## src/rtl/arbitro_estacionamiento.sv

```systemverilog
// Parking-lot barrier arbiter: grants one lane at a time, tracks occupancy, refuses entry when full.
// Build option: define ARBITRO_PRIORIDAD_SALIDA_EN to always favour the exit lane on simultaneous requests.
module arbitro_estacionamiento #(
  parameter int CAPACIDAD  = 7,
  parameter int ANCHO      = 3,
  parameter int T_APERTURA = 24000000
) (
  input  logic             clk,
  input  logic             rst,
  input  logic             req_ent,
  input  logic             req_sal,
  input  logic             paso_ent,
  input  logic             paso_sal,
  output logic             barrera_ent,
  output logic             barrera_sal,
  output logic [ANCHO-1:0] ocupacion,
  output logic             lleno,
  output logic             vacio,
  output logic             rechazo
);

  localparam int TW = (T_APERTURA > 1) ? $clog2(T_APERTURA) : 1;
  localparam logic [TW-1:0]    T_FIN = TW'(T_APERTURA - 1);
  localparam logic [ANCHO-1:0] CAP   = ANCHO'(CAPACIDAD);

  localparam logic [1:0] IDLE        = 2'b00;
  localparam logic [1:0] ABIERTA_ENT = 2'b01;
  localparam logic [1:0] ABIERTA_SAL = 2'b10;
  localparam logic [1:0] CIERRE      = 2'b11;

  logic [1:0]    estado, estado_sig;
  logic [TW-1:0] timer;
  logic          armado;
  logic          eleg_ent, eleg_sal;
  logic          grant_ent, grant_sal;
  logic          rechazar, fin_ventana;

  function automatic logic [ANCHO-1:0] sat_inc(input logic [ANCHO-1:0] v);
    return (v >= CAP) ? v : v + ANCHO'(1);
  endfunction

  function automatic logic [ANCHO-1:0] sat_dec(input logic [ANCHO-1:0] v);
    return (v == '0) ? v : v - ANCHO'(1);
  endfunction

`ifndef ARBITRO_PRIORIDAD_SALIDA_EN
  // Round-robin pointer: set means the next tie goes to the exit lane.
  logic prox_sal;

  always_ff @(posedge clk or posedge rst) begin
    if (rst) begin
      prox_sal <= 1'b0;
    end else if (grant_ent) begin
      prox_sal <= 1'b1;
    end else if (grant_sal) begin
      prox_sal <= 1'b0;
    end
  end
`endif

  always_comb begin
    eleg_ent  = req_ent & ~lleno;
    eleg_sal  = req_sal & ~vacio;
    grant_ent = 1'b0;
    grant_sal = 1'b0;
    if (estado == IDLE) begin
`ifdef ARBITRO_PRIORIDAD_SALIDA_EN
      grant_sal = eleg_sal;
      grant_ent = eleg_ent & ~eleg_sal;
`else
      if (eleg_ent && eleg_sal) begin
        grant_sal = prox_sal;
        grant_ent = ~prox_sal;
      end else begin
        grant_ent = eleg_ent;
        grant_sal = eleg_sal;
      end
`endif
    end
    rechazar    = (estado == IDLE) & req_ent & lleno & ~grant_sal & armado;
    fin_ventana = (timer == T_FIN);
  end

  always_comb begin
    estado_sig = estado;
    case (estado)
      IDLE: begin
        if (grant_ent)      estado_sig = ABIERTA_ENT;
        else if (grant_sal) estado_sig = ABIERTA_SAL;
      end
      ABIERTA_ENT: if (paso_ent || fin_ventana) estado_sig = CIERRE;
      ABIERTA_SAL: if (paso_sal || fin_ventana) estado_sig = CIERRE;
      default:     estado_sig = IDLE;
    endcase
  end

  always_ff @(posedge clk or posedge rst) begin
    if (rst) begin
      estado    <= IDLE;
      timer     <= '0;
      ocupacion <= '0;
      rechazo   <= 1'b0;
      armado    <= 1'b1;
    end else begin
      estado  <= estado_sig;
      rechazo <= rechazar;
      // The window timer runs only while a barrier is open and restarts from zero on each grant.
      if (estado == ABIERTA_ENT || estado == ABIERTA_SAL) begin
        timer <= timer + TW'(1);
      end else begin
        timer <= '0;
      end
      if (estado == ABIERTA_ENT && paso_ent) begin
        ocupacion <= sat_inc(ocupacion);
      end else if (estado == ABIERTA_SAL && paso_sal) begin
        ocupacion <= sat_dec(ocupacion);
      end
      // A refusal re-arms only once the entry request has dropped.
      if (!req_ent) begin
        armado <= 1'b1;
      end else if (rechazar) begin
        armado <= 1'b0;
      end
    end
  end

  assign barrera_ent = (estado == ABIERTA_ENT);
  assign barrera_sal = (estado == ABIERTA_SAL);
  assign lleno       = (ocupacion == CAP);
  assign vacio       = (ocupacion == '0);

endmodule

```

## config.mk

```make
export PLATFORM = sky130hd
export DESIGN_NAME = arbitro_estacionamiento
export DESIGN_NICKNAME = d
export VERILOG_FILES = /design/src/rtl/arbitro_estacionamiento.sv
export SDC_FILE = /design/constraint.sdc
export NUM_CORES = 1
export LEC_CHECK = 0
export CAP_MARGIN = 20
export CORE_MARGIN = 2
export CORE_UTILIZATION = 57
export CTS_BUF_LIST = sky130_fd_sc_hd__clkbuf_16
export DETAILED_ROUTE_END_ITERATION = 8
export GPL_TIMING_DRIVEN = 0
export PLACE_DENSITY = 0.78
export SLEW_MARGIN = 20
export SYNTH_ARGS = -nofsm -noshare
export SYNTH_HDL_FRONTEND = slang
export SYNTH_SLANG_ARGS = --single-unit
```

## constraint.sdc

```tcl
create_clock -name clk -period 2.2 [get_ports clk]
set_input_delay 0.55 -clock clk [delete_from_list [all_inputs] [get_ports clk]]
set_output_delay 0.55 -clock clk [all_outputs]
set_load 0.05 [all_outputs]
```

==> results.py, run 1 <==
metrics = {
    "status": {
        "status": "finished, final reports clean",
    },
    "worst_setup_path": {
        "worstPathArrival_ps": 1590,
        "path_delay_family": "flip-flops",
        "setup.worst_path.end_class": "output pin",
        "path_cells": "and3_1 > clkdlybuf4s15_1",
        "critPathMaxFanout": 7,
        "cp.required_ps": 1650,
        "critPathBufInv": 1,
        "rrSetupSlack_ps": 310,
        "worstSetupPathType": "reg2out",
        "start_kind": "flip-flop",
        "cpMaxStageDelayCell": "dfrtp_1",
        "cpPeakStageDelay_ps": 540,
    },
    "synthesis": {
        "ys_ff_latch": 33,
        "synth_fa_ha_area_share_pct": 4.59,
        "synthFlopType": "dfrtp_1",
        "syn_avg_cell_area_um2": 10.1,
        "synthCells": 178,
        "synth_nets": 190,
        "synth_top_family_by_area": "simple AND/OR/NAND/NOR gates",
        "synth-async-reset-ratio_pct": 100,
        "synthXorXnorAreaFrac_pct": 11.7,
        "yosysUniqueCellTypes": 38,
        "synth_edf_count": 0,
        "synth_area_um2": 1800,
        "yosys.area_share.simple_pct": 28.9,
        "synth-compound-area-share_pct": 4.24,
        "muxShareOfSynthArea_pct": 1.88,
        "yosysSeqAreaShare_pct": 46.0,
        "yosysWarningCount": 0,
    },
    "placement": {
        "gp_congestion": 0.786,
        "portBuffers": 13,
        "dp_hpwl_um": 2500,
        "pre_cts_ws_ps": 33.3,
    },
    "sta": {
        "setup_viol": 0,
        "min_period_ps": 2140,
        "worst_pin_slew_ps": 661,
        "final_hold_viol_count": 0,
        "fmaxAchievable_mhz": 468,
        "finClkSkew_ps": 3.77,
        "rsz0062_at_grt": "false",
        "slew_headroom_pct": 55.9,
        "fin_ws_ps": 64.6,
        "fin_crit_sh_pct": 97.1,
        "drv_slew": 0,
        "setup_tns_ps": 0,
    },
    "clock_tree": {
        "cts_buffers": 5,
        "cts-root-buf": "clkbuf_16",
        "holdBufCountCts": 0,
        "clock_latency_ps": 280,
        "postCtsSetupBuffers": 0,
        "cts_tree": "done",
        "cts_buffer_depth": 2,
        "cts_htree_levels": 2,
        "clk_pin_slew_ps": 50,
        "clock_sink_count": 33,
    },
    "global_routing": {
        "grt_max_degree": 34,
        "antenna_found_initial": 0,
        "grt_overflow_total": 0,
        "grt_pass1_wl_um": 5800,
        "grt_usage_pct": 22.1,
        "grt_pass1_vias": 1361,
    },
    "route": {
        "routed_wl_um": 3480,
        "viasPerCell": 5.48,
        "first_iter_violations": 56,
        "vias": 1326,
        "route.detailed.drc": 0,
        "ant_nets": 0,
        "wl_per_cell_um": 14.4,
        "firstDrtPassIters": 4,
    },
    "job": {
        "drv_cap": 0,
    },
    "cells_and_area": {
        "drive_gt1_share_pct": 12.6,
        "regArea_um2": 827,
        "antenna_cells": 0,
        "area_delta_synth_final_pct": 19.8,
        "multiInputGateArea_um2": 933,
        "fin_nets": 210,
        "fillCellCount": 219,
    },
    "power_and_ir_drop": {
        "p_leak_uw": 0.000917,
        "power.density_nw_per_um2": 1170,
        "ir_drop_v": 0.000833,
        "p_total_uw": 2530,
    },
    "floorplanning": {
        "dieArea_um2": 3620,
        "rows": 20,
        "ioPinCount": 14,
        "design.core.area_um2": 3030,
        "initial_core_util_pct": 59.4,
        "die-width_um": 60.2,
        "die_h_um": 60.2,
    },
    "hold_path": {
        "hold_class": "reg2reg",
    },
}
## power breakdown
group	internal [uW]	total (uW)	switching [uW]	leakage [uW]
Sequential	700	828	128	0.000442
Combinational	304	931	627	0.000396
Clock	525	769	244	0.0000797
## synthesized netlist by cell type (2+ instances only)
library cell | count | area, um2
mux2_1 | 3 | 33.8
nor4_2 | 7 | 87.6
a21oi_1 | 4 | 20.0
or3_1 | 2 | 12.5
nand3_1 | 12 | 60.1
nor2_1 | 25 | 93.8
xnor2_1 | 14 | 123
inv_1 | 7 | 26.3
o21ai_1 | 3 | 15.0
and3_1 | 4 | 25.0
nand4_1 | 5 | 31.3
ha_1 | 5 | 62.6
a22oi_1 | 3 | 22.5
and4_1 | 3 | 26.3
nor3_1 | 4 | 20.0
nand2_1 | 14 | 52.6
dfrtp_1 | 32 | 801
clkbuf_1 | 2 | 7.51
xor2_1 | 10 | 87.6
## flip-flops by register name (all words and copies together), names as in the netlist
register	count
timer	25
prox_sal	1
estado	2
armado	1
rechazo	1
ocupacion	3
## layout make-up
| type | instances | share of cell area (%) |
|---|---|---|
| multi-input combinational | 133 | 43.3 |
| sequential | 33 | 38.4 |
| timing repair buffer | 13 | 6.04 |
| clock buffer | 5 | 5.80 |
| tap | 44 | 2.55 |
| clock inverter | 2 | 1.63 |
| inverter | 8 | 1.39 |
| buffer | 4 | 0.929 |
## through the flow
| stage | util [%] | hold WS (ps) | cell area [um2] | cells |
|---|---|---|---|---|
| global placement | 65.9 | 446 | 2000 | 235 |
| finish | 71.2 | 469 | 2160 | 242 |
| global route | 71.2 | 493 | 2160 | 242 |
| floorplan | - | 439 | 1810 | 178 |
| CTS | 71.0 | 476 | 2150 | 242 |
| detailed placement | 65.9 | 457 | 2000 | 235 |
## kinds of logic after synthesis
logic type | Yosys count
compound gates | 13
xor+xnor | 24
flops | 33
mux | 3
fa+ha+maj | 6
simple gates | 87
buf+inv | 12
## cell usage in the layout, fill, tap and decap left out, types with 6 or more instances in the layout
master	n
clkdlybuf4s50_1	6
dfrtp_1	32
inv_1	6
nand2_1	14
nand3_1	12
nor2_1	25
nor4_2	7
xnor2_1	14
xor2_1	10
## per-layer routing
layer | vias up | global-route usage (%) | share of wire, %
met1 | 660 | 25.6 | 44
met4 | 0 | 9.84 | 1.4
met5 | - | 0 | 0
met3 | 6 | 7.36 | 2.7
met2 | 13 | 37.0 | 52
li1 | 647 | - | -
## timing repair
action	CTS	global route
pin swaps	0	0
endpoints found under the setup margin	5	3
cloned	0	0
gates resized for setup	5	3
## final timing paths
kind                              start         to  cells past startpoint
min in group asynchronous           rst  timer[14]                      2
setup reg to reg               timer[0]  estado[0]                      5
hold / removal                   armado     armado                      2
hold reg to reg                  armado     armado                      2
max in group asynchronous           rst   timer[2]                      2
setup / recovery           ocupacion[0]      lleno                      2
## worst register-to-register path, cell delays in order (launching register included)
cell and delay [ps]:
dfrtp_1 380, ha_1 250, nand4_1 360, nor3_2 330
o21ai_1 120, mux2_1 330
Note: power is estimated with default switching activity, not from simulation.
==> run 2, diff against run 1 <==
--- a/config.mk
+++ b/config.mk
@@ -5,10 +5,12 @@
 export SDC_FILE = /design/constraint.sdc
 export NUM_CORES = 1
 export LEC_CHECK = 0
+export ABC_CLOCK_PERIOD_IN_PS = 2200
 export CAP_MARGIN = 20
 export CORE_MARGIN = 2
 export CORE_UTILIZATION = 57
 export CTS_BUF_LIST = sky130_fd_sc_hd__clkbuf_16
+export CTS_CLUSTER_SIZE = 14
 export DETAILED_ROUTE_END_ITERATION = 8
 export GPL_TIMING_DRIVEN = 0
 export PLACE_DENSITY = 0.78
==> results of run 2 <==
The final DEF is identical to that of run 1; final timing and power are the same.
==> run 3, diff against run 2 <==
--- a/config.mk
+++ b/config.mk
@@ -5,15 +5,15 @@
 export SDC_FILE = /design/constraint.sdc
 export NUM_CORES = 1
 export LEC_CHECK = 0
+export ABC_AREA = 1
 export ABC_CLOCK_PERIOD_IN_PS = 2200
 export CAP_MARGIN = 20
-export CORE_MARGIN = 2
-export CORE_UTILIZATION = 57
+export CORE_MARGIN = 5
+export CORE_UTILIZATION = 58
 export CTS_BUF_LIST = sky130_fd_sc_hd__clkbuf_16
 export CTS_CLUSTER_SIZE = 14
 export DETAILED_ROUTE_END_ITERATION = 8
-export GPL_TIMING_DRIVEN = 0
-export PLACE_DENSITY = 0.78
+export PLACE_DENSITY = 0.79
 export SLEW_MARGIN = 20
 export SYNTH_ARGS = -nofsm -noshare
 export SYNTH_HDL_FRONTEND = slang
==> run 3 against run 2 <==
Effect of this change: register-to-register slack better by 50 ps; sequential cell count unchanged; clock skew up 4.5 ps; cell count up 38%; synthesized cell count up 48%; utilization down 0.90 points; die area up 29%; cell area up 8.0%; first-iteration DRC count up 77%; setup slack better by 7.2 ps; sequential share of layout area down 2.8 points.
==> results.py, run 3 <==
metrics = {
    "status": {
        "status": "finished, final reports clean",
    },
    "placement": {
        "portBuffers": 13,
        "place_inst": 326,
        "dp_hpwl_um": 3300,
        "gp_congestion": 0.936,
    },
    "cells_and_area": {
        "layout_commonest_cell": "nand2_1",
        "layout_common_cells": "nand2_1 (68), inv_1 (39), nor2_1 (39)",
        "area_delta_synth_final_pct": 17.7,
        "largest_reg_flops": 25,
        "stdcell_count": 334,
        "fin_nets": 299,
        "antenna_cells": 0,
        "top_regs": "timer x25, ocupacion x3, estado x2",
        "largest_register": "timer",
        "drive_gt1_share_pct": 11.1,
    },
    "floorplanning": {
        "ioPinCount": 14,
        "die-width_um": 68.4,
        "rows": 21,
        "initial_core_util_pct": 59.7,
        "design.core.area_um2": 3310,
        "die_h_um": 68.4,
        "dieArea_um2": 4680,
    },
    "sta": {
        "min_period_ps": 2130,
        "rsz0062_at_grt": "false",
        "setup_viol": 0,
        "setup_tns_ps": 0,
        "fin_crit_sh_pct": 96.7,
        "final_hold_viol_count": 0,
        "slew_headroom_pct": 66.6,
        "fmaxAchievable_mhz": 470,
        "worst_pin_slew_ps": 500,
        "drv_slew": 0,
        "finClkSkew_ps": 8.31,
    },
    "synthesis": {
        "syn_avg_cell_area_um2": 7.52,
        "ys_ff_latch": 33,
        "yosysWarningCount": 0,
        "yosys.area.top_type_share_pct": 40.5,
        "synth_area_leaders": "dfrtp_1 (41%), nand2_1 (13%), nor2_1 (7.4%)",
        "yosysTopAreaCell": "dfrtp_1",
        "yosysMostFrequentCell": "nand2_1",
        "synthCells": 263,
        "yosysUniqueCellTypes": 34,
        "synth-async-reset-ratio_pct": 100,
        "synthFlopType": "dfrtp_1",
        "synth_nets": 275,
        "synth_edf_count": 0,
        "synth_area_um2": 1980,
        "netlist_top_cells_count": "nand2_1 (68), nor2_1 (39), inv_1 (37), dfrtp_1 (32), nand3_1 (19)",
        "yosysSeqAreaShare_pct": 41.8,
    },
    "worst_setup_path": {
        "worstPathArrival_ps": 1580,
        "path_depth": 1,
        "r2r_cells": 7,
        "cp.required_ps": 1650,
        "worstSetupPathType": "reg2out",
        "critPathMaxFanout": 5,
        "setup.worst_path.end_class": "output pin",
        "path_delay_family": "buffers and inverters",
        "cpPeakStageDelay_ps": 850,
        "r2r-end": "ocupacion[2]",
        "cpMaxStageDelayCell": "clkdlybuf4s50_1",
        "path_cells": "clkdlybuf4s50_1",
        "critPathBufInv": 1,
        "rrSetupSlack_ps": 360,
        "worstReg2RegStart": "estado[1]",
        "crit_end": "ocupacion[0]",
        "worstSetupStartpoint": "ocupacion[0]",
        "start_kind": "flip-flop",
    },
    "power_and_ir_drop": {
        "p_leak_uw": 0.00108,
        "ir_drop_v": 0.000966,
        "power.density_nw_per_um2": 1100,
    },
    "route": {
        "vias": 1700,
        "routed_wl_um": 4330,
        "ant_nets": 0,
        "route.detailed.drc": 0,
        "firstDrtPassIters": 4,
        "first_iter_violations": 99,
        "viasPerCell": 5.09,
        "wl_per_cell_um": 13.0,
    },
    "clock_tree": {
        "cts_htree_levels": 2,
        "clock_sink_count": 33,
        "cts_resized": 0,
        "cts_buffers": 5,
        "holdBufCountCts": 0,
        "cts-root-buf": "clkbuf_16",
        "cts_buffer_depth": 2,
        "clk_pin_slew_ps": 50,
        "clock_latency_ps": 280,
        "cts_tree": "done",
        "postCtsSetupBuffers": 0,
    },
    "global_routing": {
        "grt_usage_pct": 22.6,
        "antenna_found_initial": 0,
        "grt_overflow_total": 0,
        "grt_pass1_wl_um": 7730,
        "grt_max_degree": 34,
        "grt_pass1_vias": 1679,
    },
    "hold_path": {
        "hold_class": "reg2reg",
    },
    "job": {
        "drv_cap": 0,
    },
}
-- run 3: cell families (layout without fill, tap and decap cells) --
group / count (synthesis) / in the layout / share of synthesized area, %
XOR/XNOR: 8 / 8 / 3.54
adder cells (fa/ha/maj): 6 / 6 / 4.18
AO/OA/AOI/OAI: 23 / 23 / 6.46
flip-flops: 33 / 33 / 41.8
buffers and inverters: 43 / 68 / 8.23
AND/OR/NAND/NOR: 150 / 150 / 35.8
-- run 3: routing by layer --
metal | wire length [um] | GRT usage, % | vias to the layer above
li1 | - | - | 876
met1 | 1960 | 28.0 | 775
met2 | 2110 | 37.7 | 39
met3 | 171 | 4.93 | 10
met4 | 95 | 9.43 | 0
met5 | 0 | 0 | -
-- run 3: how the worst min path moves through the flow --
stage | startpoint | to | slack (ps) | depth (start not counted)
2_1_floorplan | armado | armado | 440 | 2
3_3_place_gp | armado | armado | 450 | 2
3_5_place_dp | armado | armado | 460 | 2
4_1_cts | armado | armado | 470 | 2
5_1_grt | armado | armado | 490 | 2
6_report | armado | armado | 470 | 2
-- run 3: worst register-to-register path, stage by stage (launching register included) --
cell and delay, ps:
dfrtp_1 410, inv_1 90, ha_1 190, nand2_1 110, fa_1 380, or2_2 300, nand3_1 100, xor2_1 160
-- run 3: area by class of cell --
cell class,instances,area [um2]
Clock inverter,3,11.3
Timing Repair Buffer,19,165
Inverter,41,154
Multi-Input combinational cell,187,987
Clock buffer,5,125
Sequential cell,33,827
Tap cell,46,57.6
Fill cell,287,983
-- run 3: per-stage QoR --
stage	power (uW)	cell area, um2	util (%)	hold slack (ps)	worst slack, ps
after global placement	1900	2190	66.2	450	112
after global routing	2740	2330	70.3	487	18.7
after detailed placement	1920	2190	66.2	462	37.6
after CTS	2580	2330	70.3	466	65.4
final	2570	2330	70.3	468	71.8
after floorplan	1550	1980	-	443	45.6
-- run 3: power breakdown --
part	leakage, uW	total (uW)	switching, uW	internal (uW)
Clock	0.0000738	652	245	406
Sequential	0.000443	798	101	697
Combinational	0.000562	1120	722	395
Total	0.00108	2570	1070	1500
